**src/rtl/ctu_clsp_cken_seq.sv**
```systemverilog
// Clock-enable release sequencer for the jbus cluster.
// After start_clk_jl rises, channel clock enables are released one at a time,
// STAGGER cycles apart, starting at channel 0. Dropping start_clk_jl or
// asserting reset returns every channel to its DFLT_ON value. A separate,
// always-running trigger path registers tr_in and produces rising-edge pulses
// and an any-bit summary.
module ctu_clsp_cken_seq #(
  parameter int             NCH     = 8,
  parameter int             STAGGER = 4,
  parameter int             NTR     = 5,
  parameter logic [NCH-1:0] DFLT_ON = NCH'(8'hF0)
) (
  input  logic           jbus_clk,
  input  logic           jbus_rst,
  input  logic           start_clk_jl,
  input  logic [NCH-1:0] cken_pre_jl,
  input  logic [NTR-1:0] tr_in,
  output logic [NCH-1:0] cken_jl,
  output logic           seq_busy,
  output logic           seq_done,
  output logic [NTR-1:0] tr_jl,
  output logic [NTR-1:0] tr_rise_jl,
  output logic           tr_any_jl
);

  localparam int IDX_W = (NCH > 1) ? $clog2(NCH) : 1;
  localparam int CNT_W = (STAGGER > 1) ? $clog2(STAGGER) : 1;
  localparam logic [IDX_W-1:0] IDX_LAST = IDX_W'(NCH - 1);
  localparam logic [CNT_W-1:0] CNT_LAST = CNT_W'(STAGGER - 1);

  typedef enum logic [1:0] {
    ST_IDLE = 2'd0,
    ST_SEQ  = 2'd1,
    ST_RUN  = 2'd2
  } state_t;

  state_t           state;
  state_t           state_nx;
  logic [NCH-1:0]   rel;
  logic [NCH-1:0]   rel_nx;
  logic [IDX_W-1:0] idx;
  logic [IDX_W-1:0] idx_nx;
  logic [CNT_W-1:0] cnt;
  logic [CNT_W-1:0] cnt_nx;
  logic             done_nx;
  logic [NCH-1:0]   cken_nx;

  // Next-state logic: start, step through channels, or abort on start drop.
  always_comb begin
    state_nx = state;
    rel_nx   = rel;
    idx_nx   = idx;
    cnt_nx   = cnt;
    done_nx  = 1'b0;
    if (!start_clk_jl) begin
      // A low start level cancels any sequence in progress without a done pulse.
      state_nx = ST_IDLE;
      rel_nx   = '0;
      idx_nx   = '0;
      cnt_nx   = '0;
    end else begin
      case (state)
        ST_IDLE: begin
          state_nx = ST_SEQ;
          rel_nx   = NCH'(1);
          idx_nx   = '0;
          cnt_nx   = '0;
        end
        ST_SEQ: begin
          if (cnt == CNT_LAST) begin
            if (idx == IDX_LAST) begin
              state_nx = ST_RUN;
              done_nx  = 1'b1;
            end else begin
              // Released channels form a contiguous run from bit 0, so a
              // shift-and-OR sets exactly bit idx+1.
              rel_nx = rel | (rel << 1);
              idx_nx = idx + IDX_W'(1);
              cnt_nx = '0;
            end
          end else begin
            cnt_nx = cnt + CNT_W'(1);
          end
        end
        ST_RUN: begin
          state_nx = ST_RUN;
        end
        default: begin
          state_nx = ST_IDLE;
          rel_nx   = '0;
          idx_nx   = '0;
          cnt_nx   = '0;
        end
      endcase
    end
  end

  // Channel enable selection: defaults while stopped, gated pre-enables otherwise.
  always_comb begin
    cken_nx = DFLT_ON;
    if (start_clk_jl) begin
      cken_nx = rel & cken_pre_jl;
    end
  end

  // Sequencer and enable registers.
  always_ff @(posedge jbus_clk) begin
    if (jbus_rst) begin
      state    <= ST_IDLE;
      rel      <= '0;
      idx      <= '0;
      cnt      <= '0;
      cken_jl  <= DFLT_ON;
      seq_done <= 1'b0;
    end else begin
      state    <= state_nx;
      rel      <= rel_nx;
      idx      <= idx_nx;
      cnt      <= cnt_nx;
      cken_jl  <= cken_nx;
      seq_done <= done_nx;
    end
  end

  assign seq_busy = (state == ST_SEQ);

  // Trigger path: synchronise, detect rising edges, summarise; ignores the sequencer.
  always_ff @(posedge jbus_clk) begin
    if (jbus_rst) begin
      tr_jl      <= '0;
      tr_rise_jl <= '0;
      tr_any_jl  <= 1'b0;
    end else begin
      tr_jl      <= tr_in;
      tr_rise_jl <= tr_in & ~tr_jl;
      tr_any_jl  <= |tr_in;
    end
  end

endmodule
```
**config.mk**
```make
export PLATFORM = sky130hd
export DESIGN_NAME = ctu_clsp_cken_seq
export DESIGN_NICKNAME = d
export VERILOG_FILES = /design/src/rtl/ctu_clsp_cken_seq.sv
export SDC_FILE = /design/constraint.sdc
export NUM_CORES = 1
export LEC_CHECK = 0
export CORE_MARGIN = 10
export CORE_UTILIZATION = 25
export CTS_CLUSTER_DIAMETER = 100
export DETAILED_ROUTE_END_ITERATION = 8
export PLACE_DENSITY = 0.49
export SLEW_MARGIN = 20
export SYNTH_ARGS = -nofsm -noshare
export SYNTH_HDL_FRONTEND = slang
export SYNTH_SLANG_ARGS = --single-unit
export TNS_END_PERCENT = 20
```
**constraint.sdc**
```tcl
create_clock -name jbus_clk -period 1.3 [get_ports jbus_clk]
set_input_delay 0.195 -clock jbus_clk [delete_from_list [all_inputs] [get_ports jbus_clk]]
set_output_delay 0.195 -clock jbus_clk [all_outputs]
set_load 0.01 [all_outputs]
```
==> results of run 1 <==
-- area by class of cell --
class                           instances  area [um^2]  area share
Inverter                                2         7.51     0.00397
Clock buffer                            5         68.8      0.0364
Timing Repair Buffer                   51          453       0.239
Tap cell                               54         67.6      0.0357
Sequential cell                        35          706       0.373
Multi-Input combinational cell         70          547       0.289
Clock inverter                          3         43.8      0.0231
-- cell families after synthesis --
kind of cell	after synthesis	synth area share
simple gates	46	0.216
flops	35	0.580
compound gates	14	0.0850
buf+inv	6	0.0249
fa+ha+maj	6	0.0622
mux	3	0.0249
xor+xnor	1	0.00726
-- cells in the final DEF (no fill, tap or decap), types with 2 or more instances in the layout --
cell type / n
dfxtp_1: 31
dlygate4sd2_1: 20
clkdlybuf4s50_1: 15
buf_4: 14
nand2_1: 10
nor2b_1: 10
a22o_1: 7
nor2_1: 6
clkbuf_8: 5
a21oi_1: 4
and3_1: 4
dfxtp_2: 4
mux2i_1: 3
nand3_1: 3
inv_1: 2
nand3b_1: 2
nor3_1: 2
ha_4: 2
ha_1: 2
ha_2: 2
-- sequential cells by signal, summed over array words and instances, names as in the netlist --
register and cells:
cnt 2, seq_done 1, idx 3, tr_jl 5, cken_jl 8, rel 8, state 2, tr_rise_jl 5
tr_any_jl 1
-- Yosys cell counts (all sizes together), types with 2 or more instances --
cell and instances:
nor2 8, dfxtp 35, inv 2, nor3 2, buf 3, mux2i 3
ha 6, and3 5, a21oi 5, nand3 3, nor2b 10, nand2 10
a22o 7, nand3b 2
-- power by group through the flow --
stage	combinational [mW]	clock, mW	sequential [mW]
6_report	0.215	0.969	1.12
5_1_grt	0.238	1.04	1.12
4_1_cts	0.216	1.00	1.12
3_5_place_dp	0.227	0	1.14
3_3_place_gp	0.224	0	1.14
2_1_floorplan	0.0722	0	1.15
-- final timing paths --
path / startpoint / endpoint / slack [ns] / cells after the start
max: idx[0]$_SDFFE_PP0P_ / idx[1]$_SDFFE_PP0P_ / -0.02 / 5
min: tr_jl[1]$_SDFF_PP0_ / tr_rise_jl[1]$_SDFF_PP0_ / 0.41 / 1
max reg2reg: idx[0]$_SDFFE_PP0P_ / idx[1]$_SDFFE_PP0P_ / -0.02 / 5
min reg2reg: tr_jl[1]$_SDFF_PP0_ / tr_rise_jl[1]$_SDFF_PP0_ / 0.41 / 1
-- worst register-to-register path: stages (launching register included) --
cell and delay [ns]:
dfxtp_2 0.34, ha_4 0.16, ha_4 0.18, or3b_4 0.38, nand3b_1 0.09, a21oi_1 0.06
-- per-layer routing --
| layer | part of all wire | GRT usage |
|---|---|---|
| met5 | 0 | 0 |
| met4 | 0.021 | 0.0390 |
| met3 | 0.066 | 0.0337 |
| met2 | 0.47 | 0.116 |
| met1 | 0.44 | 0.0868 |
-- timing repair --
action	in CTS	in global routing
cloned	0	0
hold endpoints to repair	0	0
pin swaps	7	7
resized for setup	36	3
endpoints found under the setup margin	35	15
setup buffers	1	0
==> results.toml, run 1 <==
[timing]
period_share = 1.01
setup-tns-final_ns = -0.0307
fin_ws_ns = -0.0167
fmax_mhz = 760
tightest_slew_ns = 0.227
clock_skew_ns = 0.00341
hold_slack_ns = 0.410
rsz0062_at_grt = "yes"
finalHoldViolCount = 0
setup_violations = 3
fin_crit_ns = 1.32
final-max-slew-violation-count = 0
maxSlewHeadroom = 0.848

[cts]
cts_buffers = 5
cts.clk_slew.worst_paths_ns = 0.07
root_buffer = "clkbuf_8"
htreeDepth = 2
clockBufferDepth = 2
postCtsHoldBufs = 0
worstSkewPairLatency_ns = 0.28
cts_tree = "built"
clock-sinks = 35

[detailed_routing]
drt_iter0_markers = 15
ant_nets = 0
finalWirelength_um = 2840
num_vias = 926
drc = 0
routed_via_density = 4.21
dr.pass1.iters = 4
wl_per_cell_um = 12.9

[logic_synthesis]
async_reset_ff_frac = 0
synthCells = 111
yosysUniqueCellTypes = 25
synth_nets = 133
synthTopCellsByArea = "dfxtp_1 (58%), ha_1 (6.2%), nor2b_1 (5.2%), a22o_1 (5.1%), nand2_1 (3.1%)"
ys.warnings.count = 0
yosys_register_bits = 35
syn-cell-area_um2 = 1210
synthFlopType = "dfxtp_1"
synth_top_area_share = 0.580
synth-edff-count = 0
synth_area_leader_cell = "dfxtp_1"
syn_area_per_cell_um2 = 10.9
yosysSeqAreaShare = 0.580

[critical_path]
cp_cell_sequence = "ha_4 -> ha_4 -> or3b_4 -> nand3b_1 -> a21oi_1"
cp_max_fo = 5
critical-path-max-stage-delay_ns = 0.38
cp.required_ns = 1.48
crit_path_start_kind = "flip-flop"
crit_path_top_delay_cell = "or3b_4"
crit_buf_inv = 0
crit_top_cell = "ha_4"
cp.arrival_ns = 1.50
worst_path_dominant_cell_family = "simple AND/OR/NAND/NOR gates"
cp-end-kind = "flip-flop"
worstSetupPathType = "reg2reg"

[final_layout]
final_cells = 220
drive_above_1_share = 0.247
final_area_um2 = 1890
synthToLayoutAreaGrowth_pct = 56.8
fillCellCount = 465
final_util = 0.403
finalNetCount = 187
diodes = 0

[place]
place_area_um2 = 1740
dp_slack_ns = -0.146
dp_hpwl_um = 2210
port_buffers = 36
dp.cells = 211
gp_congestion = 0.775

[power]
combPwrFrac = 0.093
p_clk_frac = 0.421
p_leak_nw = 0.812
vdd_drop_max_uv = 812
swShare = 0.217
total_power_mw = 2.30
power_density_nw_per_um2 = 1220
switching_power_mw = 0.500
seq_power_share = 0.486
p_int_mw = 1.80

[run]
maxCapViolCount = 0

[global_route]
overflow = 0
track_usage = 0.0757
grt_first_pass_wirelength_um = 4640
antenna_found_initial = 0
grt_max_degree = 13
grt_pass1_vias = 993

[floorplan]
initial_utilization = 0.257
coreArea_um2 = 4690
die_x_um = 89.5
std_cell_rows = 25
ioPinCount = 37
dieArea_um2 = 8010
die_h_um = 89.5

[status]
outcome = "finished with violations"
violations = "negative setup slack"

[worst_hold_path]
hold_path.class = "reg2reg"
(Power assumes the default switching activity.)
==> run 2: changes to the inputs <==
==> constraint.sdc (replaced) <==
create_clock -name jbus_clk -period 1.2 [get_ports jbus_clk]
set_input_delay 0.18 -clock jbus_clk [delete_from_list [all_inputs] [get_ports jbus_clk]]
set_output_delay 0.18 -clock jbus_clk [all_outputs]
set_load 0.01 [all_outputs]
==> run 2 against run 1 <==
Against the previous run: the run still ends with negative setup slack left; clock power grew 2.1%; critical path depth is the same; worst hold slack lost 0.0026 ns; clock skew grew 0.00071 ns; flip-flop and latch count is the same; final cell count grew 1.8%.
==> results.toml, run 2 (synthesis results as in run 1) <==
[place]
gp_congestion = 0.750
port_buffers = 36
dp_hpwl_um = 2280
dp_slack_ns = -0.161

[final_layout]
diodes = 0
regArea_um2 = 708
final_common_cell = "dfxtp_1"
synthToLayoutAreaGrowth_pct = 63.8
fillCellCount = 480
layout_common_cells = "dfxtp_1 (31), dlygate4sd2_1 (20), buf_4 (19)"
multi_input_comb_area_um2 = 593
reg.largest.list = "cken_jl: 8 flops, rel: 8 flops"
finalNetCount = 192
drive_above_1_share = 0.288

[power]
p_leak_nw = 0.843
power_density_nw_per_um2 = 1250
vdd_drop_max_uv = 527
total_power_mw = 2.47

[detailed_routing]
wl_per_cell_um = 13.1
dr.pass1.iters = 3
ant_nets = 0
routed_via_density = 4.26
drt_iter0_markers = 25
finalWirelength_um = 2940
num_vias = 955
drc = 0

[global_route]
grt_first_pass_wirelength_um = 4530
overflow = 0
track_usage = 0.0753
grtUsageMet1 = 0.0809
grt_max_degree = 11
antenna_found_initial = 0
grt_util_met2 = 0.118
gr-usage-met3 = 0.0392
top_usage_layer = "met2"
grt_pass1_vias = 969

[worst_hold_path]
hold_path.class = "reg2reg"
whs_path_depth = 1

[cts]
cts_tree = "built"
root_buffer = "clkbuf_8"
clockBufferDepth = 2
postCtsHoldBufs = 0
worstSkewPairLatency_ns = 0.28
htreeDepth = 2
clock-sinks = 35
cts.clk_slew.worst_paths_ns = 0.06
cts_buffers = 5

[floorplan]
initial_utilization = 0.257
coreArea_um2 = 4690
ioPinCount = 37
dieArea_um2 = 8010
std_cell_rows = 25
die_x_um = 89.5
die_h_um = 89.5

[critical_path]
crit_top_cell = "ha_4"
worst_path_dominant_cell_family = "simple AND/OR/NAND/NOR gates"
crit_path_start_kind = "flip-flop"
path_depth = 5
crit_buf_inv = 0
cp-end-kind = "flip-flop"
critical-path-max-stage-delay_ns = 0.40
cp.required_ns = 1.37
cp.arrival_ns = 1.51
r2r_cells = 5
cp_max_fo = 4
crit_path_top_delay_cell = "or3b_4"
worstSetupPathType = "reg2reg"
cp_cell_sequence = "ha_4 -> ha_4 -> or3b_4 -> nand3b_1 -> a21oi_2"

[status]
outcome = "finished with violations"
violations = "negative setup slack"

[timing]
setup_violations = 14
period_share = 1.12
finalHoldViolCount = 0
fin_crit_ns = 1.34
clock_skew_ns = 0.00412
fin_ws_ns = -0.142
maxSlewHeadroom = 0.821
setup-tns-final_ns = -1.18
fmax_mhz = 745
final-max-slew-violation-count = 0
rsz0062_at_grt = "yes"
tightest_slew_ns = 0.268

[run]
maxCapViolCount = 0
-- run 2: cell count changes in the layout (fill, tap and decap cells not counted), sizes merged --
cell	change
buf	+6
clkbuf	+1
clkdlybuf4s15	-1
clkinv	-2
-- run 2: path summary, 6_finish.rpt --
kind | startpoint | endpoint | slack [ns]
min reg2reg | tr_jl[0]$_SDFF_PP0_ | tr_rise_jl[0]$_SDFF_PP0_ | 0.41
min | tr_jl[0]$_SDFF_PP0_ | tr_rise_jl[0]$_SDFF_PP0_ | 0.41
max | idx[1]$_SDFFE_PP0P_ | idx[2]$_SDFFE_PP0P_ | -0.14
max reg2reg | idx[1]$_SDFFE_PP0P_ | idx[2]$_SDFFE_PP0P_ | -0.14
-- run 2: area by class of cell --
type | count | share of cell area
well taps | 54 | 0.0342
clock buffers | 6 | 0.0367
inverters | 2 | 0.00380
flip-flops and latches | 35 | 0.358
clock inverters | 1 | 0.0152
repair buffers | 56 | 0.252
multi-input cells | 70 | 0.300
-- run 2: per-stage QoR --
step	cells	hold WS, ns	cell area [um^2]	util
global placement	214	0.402	1810	0.385
global route	224	0.431	1980	0.422
finish	224	0.407	1980	0.422
floorplan	111	0.249	1270	-
CTS	222	0.412	1920	0.409
detailed placement	214	0.407	1810	0.385
-- run 2: report_power, final --
part	leakage [nW]	switching [mW]	internal (mW)	total, mW
Sequential	0.289	0.0144	1.20	1.21
Combinational	0.503	0.107	0.160	0.268
Clock	0.0513	0.380	0.608	0.989
Total	0.843	0.502	1.97	2.47
-- run 2: layer usage --
metal / wire length [um] / vias to the layer above
met5: 0 / -
met4: 57 / 0
met3: 180 / 4
met2: 1400 / 21
met1: 1310 / 435
li1: - / 495
-- run 2: repair_timing --
item,4_1_cts,5_1_grt
buffers inserted,1,2
gates resized for setup,30,10
setup endpoints to repair,36,16
pin swaps,3,6
==> run 3: changes to the inputs <==
--- a/config.mk
+++ b/config.mk
@@ -5,6 +5,7 @@
 export SDC_FILE = /design/constraint.sdc
 export NUM_CORES = 1
 export LEC_CHECK = 0
+export CORE_ASPECT_RATIO = 1.75
 export CORE_MARGIN = 10
 export CORE_UTILIZATION = 25
 export CTS_CLUSTER_DIAMETER = 100
==> run 3 against run 2 <==
Against the previous run: the flow still finishes with violations (negative setup slack); die area is 1.4% higher; non-clock buffer count decreased by 5; flip-flop and latch count unchanged; power shrank 9.2%; wire length increased by 0.37%; worst hold slack worse by 0.0047 ns; sequential share of layout area grew 1.6 points; worst setup slack better by 0.032 ns; highest routed layer unchanged.
==> results.toml, run 3 (synthesis results as in run 1) <==
[global_route]
overflow = 0
track_usage = 0.0741
grt_pass1_vias = 1087
antenna_found_initial = 0
grt_first_pass_wirelength_um = 4850
grt_max_degree = 11

[cts]
worstSkewPairLatency_ns = 0.28
cts_tree = "built"
cts_buffers = 5
clockBufferDepth = 2
postCtsHoldBufs = 0
clock-sinks = 35
htreeDepth = 2
cts.clk_slew.worst_paths_ns = 0.06
root_buffer = "clkbuf_8"
postCtsSetupBuffers = 0

[timing]
tightest_slew_ns = 0.294
hold_slack_ns = 0.402
setup-tns-final_ns = -1.06
final-max-slew-violation-count = 0
finalHoldViolCount = 0
fin_ws_ns = -0.110
period_share = 1.09
rsz0062_at_grt = "yes"
maxSlewHeadroom = 0.804
fin_crit_ns = 1.31
setup_violations = 14
clock_skew_ns = 0.00245
fmax_mhz = 763

[critical_path]
crit_buf_inv = 0
cp-end-kind = "flip-flop"
r2r-start = "idx[1]$_SDFFE_PP0P_"
worstSetupPathType = "reg2reg"
worst_path_dominant_cell_family = "simple AND/OR/NAND/NOR gates"
cp_max_fo = 5
r2r_cells = 5
cp.arrival_ns = 1.48
crit_path_start_kind = "flip-flop"
cp.required_ns = 1.37
rrSetupSlack_ns = -0.11
crit_top_cell = "ha_4"
critical-path-max-stage-delay_ns = 0.38
cp_cell_sequence = "ha_4 -> ha_4 -> or3b_4 -> nand3b_1 -> a21oi_1"
crit_path_top_delay_cell = "or3b_4"
worstReg2RegEnd = "idx[1]$_SDFFE_PP0P_"

[final_layout]
diodes = 0
layout_common_cells = "dfxtp_1 (31), dlygate4sd2_1 (20), clkdlybuf4s50_1 (15)"
final_cells = 218
final_common_cell = "dfxtp_1"
drive_above_1_share = 0.265
reg.largest.list = "cken_jl: 8 flops, rel: 8 flops"
regArea_um2 = 711
synthToLayoutAreaGrowth_pct = 57.2
fillCellCount = 479
final_util = 0.407
multi_input_comb_area_um2 = 578
finalNetCount = 187

[place]
port_buffers = 36
dp_hpwl_um = 2360
gp_congestion = 0.715
dp.cells = 210

[status]
outcome = "finished with violations"
violations = "negative setup slack"

[detailed_routing]
ant_nets = 0
dr.pass1.iters = 4
routed_via_density = 4.41
drt_iter0_markers = 33
finalWirelength_um = 2950
drc = 0
num_vias = 962
wl_per_cell_um = 13.5

[worst_hold_path]
whs_path_depth = 1
min_from = "tr_jl[1]$_SDFF_PP0_"
hold_path.class = "reg2reg"
min_to = "tr_rise_jl[1]$_SDFF_PP0_"

[power]
total_power_mw = 2.24
combPwrFrac = 0.109
vdd_drop_max_uv = 818
p_leak_nw = 0.802
seq_power_share = 0.541
swShare = 0.221
switching_power_mw = 0.495
p_clk_frac = 0.350
p_int_mw = 1.75
power_density_nw_per_um2 = 1180

[floorplan]
coreArea_um2 = 4670
initial_utilization = 0.259
dieArea_um2 = 8120
die_x_um = 72.5
die_h_um = 112
std_cell_rows = 33
ioPinCount = 37

[run]
maxCapViolCount = 0
run 3: worst max path at each step:
stage	from	endpoint	slack, ns	cells after the start
finish	idx[1]$_SDFFE_PP0P_	idx[1]$_SDFFE_PP0P_	-0.11	5
global route	idx[1]$_SDFFE_PP0P_	idx[1]$_SDFFE_PP0P_	-0.17	5
CTS	idx[1]$_SDFFE_PP0P_	idx[1]$_SDFFE_PP0P_	-0.11	5
detailed placement	start_clk_jl	rel[2]$_SDFFE_PP0P_	-0.18	4
global placement	start_clk_jl	rel[2]$_SDFFE_PP0P_	-0.17	4
floorplan	idx[0]$_SDFFE_PP0P_	rel[7]$_SDFFE_PP0P_	-0.12	6
run 3: what timing repair did:
action	4_1_cts	5_1_grt
setup endpoints to repair	36	16
pin swaps	2	5
resized for setup	31	9
run 3: cell type report:
type                    instances  share of cell area
clock inverters                 1             0.00264
clock buffers                   7              0.0402
well taps                      52              0.0343
repair buffers                 51               0.239
multi-input cells              70               0.305
inverters                       2             0.00527
flip-flops and latches         35               0.374
run 3: power by group through the flow:
stage	Combinational (mW)	Sequential, mW	Clock (mW)
2_1_floorplan	0.0846	1.25	0
3_3_place_gp	0.251	1.24	0
3_5_place_dp	0.256	1.24	0
4_1_cts	0.238	1.21	0.821
5_1_grt	0.267	1.21	0.883
6_report	0.245	1.21	0.784
run 3: routing by layer:
| metal | GRT usage | vias to the layer above | share of wire |
|---|---|---|---|
| met5 | 0 | - | 0 |
| met2 | 0.128 | 24 | 0.53 |
| met3 | 0.0418 | 5 | 0.080 |
| met1 | 0.0682 | 446 | 0.37 |
| met4 | 0.0305 | 0 | 0.019 |
| li1 | - | 487 | - |
run 3: per-stage QoR:
stage          setup WS [ns]  area, um^2
6_report              -0.110        1900
5_1_grt               -0.174        1900
4_1_cts               -0.114        1850
3_5_place_dp          -0.180        1780
3_3_place_gp          -0.169        1780
2_1_floorplan         -0.122        1270
run 3: worst register-to-register path, cell delays in order, from the launching register on:
cell	delay (ns)
dfxtp_2	0.33
ha_4	0.16
ha_4	0.18
or3b_4	0.38
nand3b_1	0.09
a21oi_1	0.06
